$ cat config.mk
export PLATFORM = sky130hd
export DESIGN_NAME = risc_loader
export DESIGN_NICKNAME = d
export VERILOG_FILES = /design/src/rtl/risc_loader.sv
export SDC_FILE = /design/constraint.sdc
export NUM_CORES = 1
export LEC_CHECK = 0
export BUFFER_PORTS_ARGS = -buffer_cell sky130_fd_sc_hd__buf_2
export CAP_MARGIN = 10
export CORE_AREA = 2 2 85 54
export DETAILED_ROUTE_END_ITERATION = 8
export DIE_AREA = 0 0 87 56
export GPL_TIMING_DRIVEN = 1
export HOLD_SLACK_MARGIN = 0.08
export PLACE_DENSITY_LB_ADDON = 0.3
export SLEW_MARGIN = 20
export SYNTH_ARGS = -nofsm -noshare
export SYNTH_HDL_FRONTEND = slang
export SYNTH_SLANG_ARGS = --single-unit
$ cat constraint.sdc
create_clock -name clk -period 1.85 [get_ports clk]
set_input_delay 0.185 -clock clk [delete_from_list [all_inputs] [get_ports clk]]
set_output_delay 0.185 -clock clk [all_outputs]
set_load 0.05 [all_outputs]
$ cat src/rtl/risc_loader.sv
// Program loader: receives LEN / data / CHECKSUM over valid/ready, writes the
// image into program memory, then releases the core from reset if the checksum matches.
module risc_loader #(
  parameter int AWIDTH = 5,
  parameter int DWIDTH = 8
) (
  input  logic              clk,
  input  logic              rst,
  input  logic              start,
  input  logic              in_valid,
  input  logic [DWIDTH-1:0] in_data,
  output logic              in_ready,
  output logic              mem_wr,
  output logic [AWIDTH-1:0] mem_addr,
  output logic [DWIDTH-1:0] mem_wdata,
  output logic              cpu_rst,
  output logic              done,
  output logic              err
);

  localparam int unsigned DEPTH = 2 ** AWIDTH;

  typedef enum logic [2:0] {
    S_IDLE  = 3'd0,
    S_LEN   = 3'd1,
    S_DATA  = 3'd2,
    S_CSUM  = 3'd3,
    S_RUN   = 3'd4,
    S_ERROR = 3'd5
  } state_t;

  state_t            state;
  state_t            state_next;
  logic [AWIDTH:0]   idx;
  logic [AWIDTH:0]   count;
  logic [AWIDTH:0]   idx_inc;
  logic [DWIDTH-1:0] sum;
  logic              accept;
  logic              len_ok;

  assign accept  = in_valid && in_ready;
  assign idx_inc = idx + {{AWIDTH{1'b0}}, 1'b1};
  assign len_ok  = (in_data != {DWIDTH{1'b0}}) && (32'(in_data) <= DEPTH);

  // Next-state decode.
  always_comb begin
    state_next = state;
    case (state)
      S_IDLE: begin
        if (start) state_next = S_LEN;
        else       state_next = S_IDLE;
      end
      S_LEN: begin
        if (accept) state_next = len_ok ? S_DATA : S_ERROR;
        else        state_next = S_LEN;
      end
      S_DATA: begin
        if (accept && (idx_inc == count)) state_next = S_CSUM;
        else                              state_next = S_DATA;
      end
      S_CSUM: begin
        if (accept) state_next = (in_data == sum) ? S_RUN : S_ERROR;
        else        state_next = S_CSUM;
      end
      S_RUN, S_ERROR: begin
        if (start) state_next = S_LEN;
        else       state_next = state;
      end
      default: state_next = S_IDLE;
    endcase
  end

  // State, status outputs and memory write port; status flags follow the next state
  // so they change in the same cycle the state does.
  always_ff @(posedge clk) begin
    if (rst) begin
      state     <= S_IDLE;
      in_ready  <= 1'b0;
      cpu_rst   <= 1'b1;
      done      <= 1'b0;
      err       <= 1'b0;
      mem_wr    <= 1'b0;
      mem_addr  <= {AWIDTH{1'b0}};
      mem_wdata <= {DWIDTH{1'b0}};
      idx       <= {(AWIDTH+1){1'b0}};
      count     <= {(AWIDTH+1){1'b0}};
      sum       <= {DWIDTH{1'b0}};
    end else begin
      state    <= state_next;
      in_ready <= (state_next == S_LEN) || (state_next == S_DATA) || (state_next == S_CSUM);
      cpu_rst  <= (state_next != S_RUN);
      done     <= (state_next == S_RUN);
      err      <= (state_next == S_ERROR);
      mem_wr   <= 1'b0;
      if ((state_next == S_LEN) && (state != S_LEN)) begin
        idx <= {(AWIDTH+1){1'b0}};
        sum <= {DWIDTH{1'b0}};
      end
      case (state)
        S_LEN: begin
          if (accept) count <= (AWIDTH+1)'(in_data);
        end
        S_DATA: begin
          if (accept) begin
            mem_wr    <= 1'b1;
            mem_addr  <= idx[AWIDTH-1:0];
            mem_wdata <= in_data;
            idx       <= idx_inc;
            sum       <= sum + in_data;
          end
        end
        default: ;
      endcase
    end
  end

endmodule

Word-level counts from Yosys, hierarchy flattened
Index checks and enable logic that the tools add are counted.
{"block": "totals", "regBits": 41, "latchBits": 0, "ramBits": 0, "romBits": 0, "in_bits": 12, "output_inout_bits": 18, "memories": 0}
{"block": "classes", "n_addsub": 2, "multipliers": 0, "div_mod_pow": 0, "n_lt_le_gt_ge": 1, "n_eq_ne": 14, "shift": 0, "n_mux": 15, "n_bitwise": 1, "reduce_logical": 12}
{"op": "8-bit 2-to-1 mux", "count": 3}
{"op": "6-bit 2-to-1 mux", "count": 3}
{"op": "3-bit case mux with 5 select lines", "count": 1}
{"op": "3-bit by 2-bit equality test with 1-bit output (second input constant)", "count": 4}
{"op": "3-bit equality test (second input constant)", "count": 4}
{"op": "3-bit 2-to-1 mux", "count": 4}
{"op": "8-bit adder", "count": 1}
{"op": "8-bit equality test", "count": 1}
{"op": "8-bit by 6-bit less-or-equal comparator with 1-bit output (second input constant)", "count": 1}
{"op": "8-bit nonzero test", "count": 1}
{"op": "6-bit by 1-bit adder with 6-bit output (second input constant)", "count": 1}
{"op": "3-bit by 1-bit equality test with 1-bit output (second input constant)", "count": 2}
{"op": "6-bit equality test", "count": 1}
{"op": "1-bit logical AND", "count": 4}
{"op": "1-bit 2-to-1 mux", "count": 4}
{"op": "2-bit AND reduction", "count": 2}
{"op": "2-bit OR reduction", "count": 2}
{"op": "3-bit logical NOT", "count": 1}
{"op": "3-bit by 1-bit inequality test with 1-bit output (second input constant)", "count": 1}
{"op": "3-bit inequality test (second input constant)", "count": 1}
{"op": "1-bit logical OR", "count": 2}
{"op": "1-bit NOT", "count": 1}

Depth between registers and ports, before layout
Gate-level depths: netlist of the first run.
{"block": "depth", "word_depth": 10, "ltp_mapped": 9, "ltp_nobuf": 9}

Least setup slack after synthesis of the first run
Ideal clock, no wire load.
{"block": "synth_timing", "path_type": "register to register", "from": "register sum[4]", "to": "register sum[7]", "t_arrival_ps": 1971, "required_time_ps": 1777, "setup_slack_ps": -193, "path_stages_with_launch": 9, "period_less_slack_ps": 2043, "path_cell_list": "dfxtp_1 -> ha_1 -> or4_4 -> nor4_4 -> a221oi_2 -> a311oi_4 -> buf_6 -> a21oi_1 -> o22ai_2"}
{"block": "synth_between", "elab_chain_cells": 9}
{"element": "start: declaration", "line_no": "37", "source": "logic [DWIDTH-1:0] sum;"}
{"element": "start signal: assignment", "line_no": "87", "source": "sum <= {DWIDTH{1'b0}};"}
{"element": "start signal: assignment", "line_no": "97", "source": "sum <= {DWIDTH{1'b0}};"}
{"element": "start signal: assignment", "line_no": "109", "source": "sum <= sum + in_data;"}
{"element": "8-bit equality test", "line_no": "62", "source": "if (accept) state_next = (in_data == sum) ? S_RUN : S_ERROR;"}
{"element": "1-bit 2-to-1 mux", "line_no": "62"}
{"element": "3-bit 2-to-1 mux", "line_no": "62"}
{"element": "3-bit case mux with 5 select lines", "line_no": "48", "source": "case (state)"}
{"element": "3-bit by 1-bit equality test with 1-bit output", "line_no": "95", "source": "if ((state_next == S_LEN) && (state != S_LEN)) begin"}
{"element": "1-bit logical AND", "line_no": "95"}
{"element": "8-bit 2-to-1 mux", "line_no": "95"}
{"element": "8-bit 2-to-1 mux", "line_no": "104", "source": "if (accept) begin"}
{"element": "8-bit 2-to-1 mux *", "line_no": "99", "source": "case (state)"}
Every way passes the cells marked *; elsewhere a longest branch is shown, timed or not.
A chain may end at the register's enable or synchronous reset.

Worst setup path after layout of the first run
{"block": "layout_timing", "from": "register sum[1]", "to": "register sum[7]"}
The elaborated chain is that of the path after synthesis.

==> run summary, run 1 <==
Row cnt = 18
Simple-gate share of the synthesized area = 0.227
Final period utilization = 1.16
Compound-Gate Fraction of Synth Area = 0.178
R2r worst-path depth = 8
Final worst slack = -294 ps
PD cells = 749 nW/um^2
Setup Skew = 3.48 ps
RSZ-0062 raised after global routing = true
CTS tree = built
Die width = 87 microns
Clock slew at reported path FFs = 80 ps
Crit. End Element = flop
Crit path kind = flop to flop
DR vias/cell = 5.40
Vias in the first global route = 1624
Register area share after synthesis = 0.406
Port-buffer cells = 29
Failing checks = negative setup slack
Fmax = 466 MHz
Sink of the worst hold path = mem_wdata[6]$_SDFFE_PP0P_
Core box area = 4030 sq um
Min Tclk post-route = 2140 ps
Largest net degree at the start of global routing = 21
Final Hold Viols = 0
CTS Buffer Depth = 2
Slowest CP cell = or4_4
Status = finished with violations
Post-CTS setup buffer count = 0
NumNets Final = 303
Tightest Hold Check Type = input pin to flop
H-tree depth = 2
Dpl hpwl = 3.70 mm
Post-synth ARST share = 0
Pins over their slew limit = 0
Yosys warns = 0
Placer congestion estimate = 0.842
Final setup fails = 19
Maxcap violations = 0
Leak Pwr = 1.03 nW
Die H = 56 microns
Area share of fa/ha/maj cells after synthesis = 0.0594
Pre-CTS setup slack = -254 ps
CP arrival = 2370 ps
Post-synth top cells = dfxtp_1, nand2_1, a21oi_1, nor2_1, xnor2_1
Layout cells sized above 1 = 0.297
Gate Count Post-Synth = 230
DRC violation count after routing = 0
Latest clock arrival within the worst-skew pair = 290 ps
Setup crit start kind = flop
Critical-path maximum fanout = 12
Primary FF master, synth = dfxtp_1
Clk sinks = 41
Filler Cell Count = 339
Relative slew slack = 0.532
Most frequent cell after synthesis = dfxtp_1
Post-Synth XOR/XNOR Area = 0.0650
Detailed Routing Iterations Pass 1 = 4
Post-route ant nets = 0
Count of different cell masters after synthesis = 46
Max incr delay on CP = 540 ps
Drt total wl = 4.98 mm
Io pins = 30
DRT iter0 DRCs = 87
Max VDD drop = 497 uV
Final core utilization = 0.644
Initial Util = 0.502
Area of the multi-input gates = 1200 sq um
Min-delay src = in_data[6]
Vias = 1798
DR WL/cell = 15.0 microns
Net Count, Synth = 251
Antenna cells = 0
FF+latch area = 825 sq um
RR Endpoint = sum[7]$_SDFF_PP0_
Grt total ovfl = 0
Hold buffer count at cts = 0
Syn Area/Cell = 8.79 sq um
Cell Area, Synth = 2020 sq um
Mux share of post-synthesis cell area = 0.0297
Largest family of logic cells by synthesized area = simple AND/OR/NAND/NOR gates
Initial antenna violation count = 0
Register-to-register setup slack = -290 ps
Largest cells by area after synthesis = dfxtp_1, nand2_1, ha_1, a21oi_1, xnor2_1
WP data required = 2070 ps
Root Buffer = clkbuf_8
Crit path cell chain = ha_4 -> or4_4 -> nor4_4 -> a221oi_4 -> a311oi_4 -> buf_12 -> a21oi_1 -> o22ai_2
FF+latch count, synth = 41
FF-to-FF Start = sum[1]$_SDFF_PP0_
Worst Tran Pin Value = 693 ps
Num CTS Buffers = 5
Hold Path Cell Cnt = 3
First-pass GRT wire length = 8.06 mm
Worst Setup SP = sum[1]$_SDFF_PP0_
Post-synth EDFFs = 0
Synth area leader = dfxtp_1
Die ar. = 4870 sq um
Yosys top cell area share = 0.406
Layout Area Growth over Synthesis = 28.3%
GRT Total Usage = 0.213
==> where the power goes <==
part           switching, mW  total [mW]  internal (mW)
registers            0.00984       0.900          0.890
clock network          0.314       0.850          0.536
logic                  0.109       0.193         0.0841
total                  0.432        1.94           1.51
==> worst max-delay path: cells and delay by family, from the launching register on <==
family	cells	cell delay, ps
adders and majority gates	1	230
AOI/OAI and AO/OA	4	560
and+or+nand+nor	2	750
DFF	1	340
buffers and inverters	1	180
==> final cells by class <==
cell class,count,area share
clock inverters,3,0.0251
well taps,50,0.0241
flip-flops and latches,41,0.318
inverters,7,0.0101
repair buffers,54,0.133
multi-input cells,173,0.463
clock buffers,5,0.0265
==> what timing repair did <==
item,in CTS,in global routing
setup endpoints to repair,19,19
pin swaps,1,1
resized for setup,2,2
==> cell families after synthesis <==
family	after synthesis
compound gates	52
xor+xnor	15
fa+ha+maj	9
buf+inv	16
flops	41
mux	6
simple gates	91
==> routing by layer <==
metal | global-route usage | wire, microns
met1 | 0.319 | 2550
met2 | 0.304 | 2120
met4 | 0.0402 | 31
met3 | 0.0564 | 275
met5 | 0 | 0
==> how the worst max path moves through the flow <==
stage | depth (start not counted) | slack (ps) | endpoint
after global placement | 8 | -210 | sum[7]$_SDFF_PP0_
after detailed placement | 7 | -250 | done$_SDFF_PP0_
after floorplan | 8 | -180 | sum[7]$_SDFF_PP0_
after CTS | 8 | -280 | sum[7]$_SDFF_PP0_
final | 8 | -290 | sum[7]$_SDFF_PP0_
after global routing | 8 | -360 | idx[3]$_SDFF_PP0_
==> cells in the final DEF, fill, tap and decap left out, types with 2 or more instances in the layout <==
cell	count
a21oi_1	18
a22o_1	4
a311oi_4	2
and2_1	4
buf_2	29
buf_4	24
bufinv_16	2
clkbuf_8	5
dfxtp_1	38
dfxtp_2	3
ha_1	5
ha_4	3
inv_1	6
mux2i_1	6
nand2_1	39
nand2b_1	2
nand3_1	7
nor2_1	18
nor2b_1	3
nor3_1	4
nor3b_1	2
o21ai_0	4
o21ai_1	9
or3_1	4
or4_4	2
xnor2_1	9
xor2_1	6
==> sequential cells by signal, summed over array words and instances (netlist names) <==
signal / flops
in_ready: 1
err: 1
done: 1
mem_wr: 1
count: 6
mem_addr: 5
idx: 6
state: 3
mem_wdata: 8
cpu_rst: 1
sum: 8
==> per-stage QoR <==
stage,cell area (sq um),instances,power [mW],setup TNS (ps),hold WS (ps)
final,2590,333,1.94,-4180,158
after global routing,2590,333,2.01,-5480,173
after CTS,2590,333,1.95,-4270,160
after detailed placement,2440,325,1.10,-3910,445
after global placement,2440,325,1.10,-3350,441
after floorplan,2070,230,1.03,-1460,321
(Power assumes the default switching activity.)
==> run 2, diff against run 1 <==
==> constraint.sdc (replaced) <==
create_clock -name clk -period 1.85 [get_ports clk]
set_input_delay 0.2775 -clock clk [delete_from_list [all_inputs] [get_ports clk]]
set_output_delay 0.2775 -clock clk [all_outputs]
set_load 0.05 [all_outputs]
==> run 2 against run 1 <==
The run still ends with negative setup slack left. Non-clock buffer count grew 3. Critical endpoint is now done$_SDFF_PP0_. Die area is the same. Final area grew 1.2%. Global-route usage grew 0.48 points. Sequential share of layout area shrank 0.38 points. First-iteration DRC count grew 1.1%. Largest power group unchanged. Critical path type unchanged. Fmax grew 1.4%.
==> run summary, run 2 (synthesis gave the netlist of run 1 again) <==
Status = finished with violations
Failing checks = negative setup slack
Die ar. = 4870 sq um (unchanged)
CP delay by family, top = simple AND/OR/NAND/NOR gates
Most common cell after layout, fill and taps aside = nand2_1
Final setup fails = 19 (unchanged)
Final Hold Viols = 0 (unchanged)
Critical path capture point = done$_SDFF_PP0_
Slowest CP cell = or4_4
Io pins = 30 (unchanged)
Crit. End Element = flop
Hold buffer count at cts = 0 (unchanged)
Tightest Hold Check Type = input pin to flop
RSZ-0062 raised after global routing = true
DR WL/cell = 14.4 microns (-3.5%)
Latest clock arrival within the worst-skew pair = 300 ps (about the same)
Setup crit start kind = flop
WP data required = 2090 ps (+20 ps)
CTS Buffer Depth = 2 (unchanged)
Worst Tran Pin Value = 701 ps (+8.09 ps)
First-pass GRT wire length = 8.17 mm (+1.4%)
RR Endpoint = done$_SDFF_PP0_
Layout cells sized above 1 = 0.304 (+0.00738)
Antenna cells = 0 (unchanged)
Total chip power = 1.97 mW (+1.2%)
Grt total ovfl = 0 (unchanged)
Dpl hpwl = 3.65 mm (-1.4%)
Vias = 1814 (+0.89%)
Max VDD drop = 446 uV (-10%)
Largest net degree at the start of global routing = 27 (+29%)
Detailed Routing Iterations Pass 1 = 4 (unchanged)
Most frequent cells in the layout = nand2_1, dfxtp_1, buf_2, buf_4
Die H = 56 microns (unchanged)
R2r worst-path depth = 7 (-1)
Critical-path maximum fanout = 4 (-8)
H-tree depth = 2 (unchanged)
DP Area = 2450 sq um (+0.62%)
Crit path depth = 7 (-1)
Vias in the first global route = 1705 (+5.0%)
Drt total wl = 4.85 mm (-2.6%)
Final worst slack = -265 ps (+29.4 ps)
Crit path kind = flop to flop
Root Buffer = clkbuf_8
Min Tclk post-route = 2110 ps (-29.4 ps)
Clock slew at reported path FFs = 80 ps (about the same)
Row cnt = 18 (unchanged)
Fmax = 473 MHz (+1.4%)
CP arrival = 2360 ps (about the same)
FF-to-FF Start = sum[1]$_SDFF_PP0_
PD cells = 749 nW/um^2 (about the same)
Core box area = 4030 sq um (unchanged)
GRT Total Usage = 0.217 (+0.00482)
Register-to-register setup slack = -260 ps (+30 ps)
Clk sinks = 41 (unchanged)
WP buf/inv = 1 (unchanged)
Biggest regs = mem_wdata: 8 flops, sum: 8 flops
Setup Skew = 6.54 ps (+3.07 ps)
Crit path cell chain = ha_4 -> or4_4 -> nor4_4 -> a221oi_4 -> buf_4 -> a311oi_4 -> and2_1
Post-route ant nets = 0 (unchanged)
Maxcap violations = 0 (unchanged)
NumNets Final = 306 (+0.99%)
Pins over their slew limit = 0 (unchanged)
Relative slew slack = 0.528 (-0.00447)
Max incr delay on CP = 540 ps (about the same)
Initial Util = 0.502 (unchanged)
Min-delay src = in_data[6]
Initial antenna violation count = 0 (unchanged)
DRT iter0 DRCs = 88 (+1.1%)
Port-buffer cells = 29 (unchanged)
DRC violation count after routing = 0 (unchanged)
Finished Cell Area = 2630 sq um (+1.2%)
DR vias/cell = 5.40 (about the same)
Layout Area Growth over Synthesis = 29.9%
CTS tree = built
Worst Setup SP = sum[1]$_SDFF_PP0_
Placer congestion estimate = 0.878 (+4.3%)
Leak Pwr = 1.05 nW (+1.8%)
Final period utilization = 1.14 (-0.0159)
Die width = 87 microns (unchanged)
Num CTS Buffers = 5 (unchanged)
run 2: how the worst min path moves through the flow:
stage / end / slack [ps] / depth (start not counted)
final: mem_wdata[6]$_SDFFE_PP0P_ / 240 / 3
after detailed placement: mem_wdata[2]$_SDFFE_PP0P_ / 440 / 2
after CTS: mem_wdata[6]$_SDFFE_PP0P_ / 250 / 3
after global routing: mem_wdata[6]$_SDFFE_PP0P_ / 260 / 3
after floorplan: mem_wdata[0]$_SDFFE_PP0P_ / 410 / 2
after global placement: mem_wdata[2]$_SDFFE_PP0P_ / 440 / 2
run 2: through the flow:
step                utilization  worst slack [ps]  hold WS [ps]  setup TNS, ps  instances
floorplan                     -              -175           414          -1460        230
global placement          0.609              -307           440          -5260        327
detailed placement        0.609              -375           443          -6290        327
CTS                       0.649              -278           247          -4350        336
global route              0.651              -374           259          -6260        336
finish                    0.651              -265           245          -3960        336
run 2: layout make-up:
cell class,count,area (sq um)
clock buffer,5,68.8
sequential,41,825
tap,50,62.6
multi-input combinational,173,1210
inverter,7,26.3
clock inverter,3,65.1
timing repair buffer,57,368
fill,344,1410
run 2: what timing repair did:
| item | 4_1_cts | 5_1_grt |
|---|---|---|
| resized for setup | 3 | 1 |
| setup buffers | 1 | 0 |
| setup endpoints to repair | 19 | 19 |
| pin swaps | 0 | 1 |
run 2: power breakdown:
group	switching [mW]	internal, mW	leakage, nW	total, mW
logic	0.110	0.0887	0.650	0.199
clock network	0.331	0.536	0.0681	0.868
registers	0.00973	0.890	0.332	0.900
total	0.451	1.52	1.05	1.97
run 2: worst register-to-register path: stages (launching register included):
cell      delay, ps
dfxtp_2         340
ha_4            230
or4_4           540
nor4_4          200
a221oi_4        120
buf_4           170
a311oi_4        270
and2_1          180
run 2: per-layer routing:
layer | GRT usage | vias to the layer above | wire length [microns]
met5 | 0 | - | 0
met4 | 0.0737 | 0 | 64
met3 | 0.0504 | 7 | 348
met2 | 0.312 | 68 | 2030
met1 | 0.317 | 827 | 2410
li1 | - | 912 | -
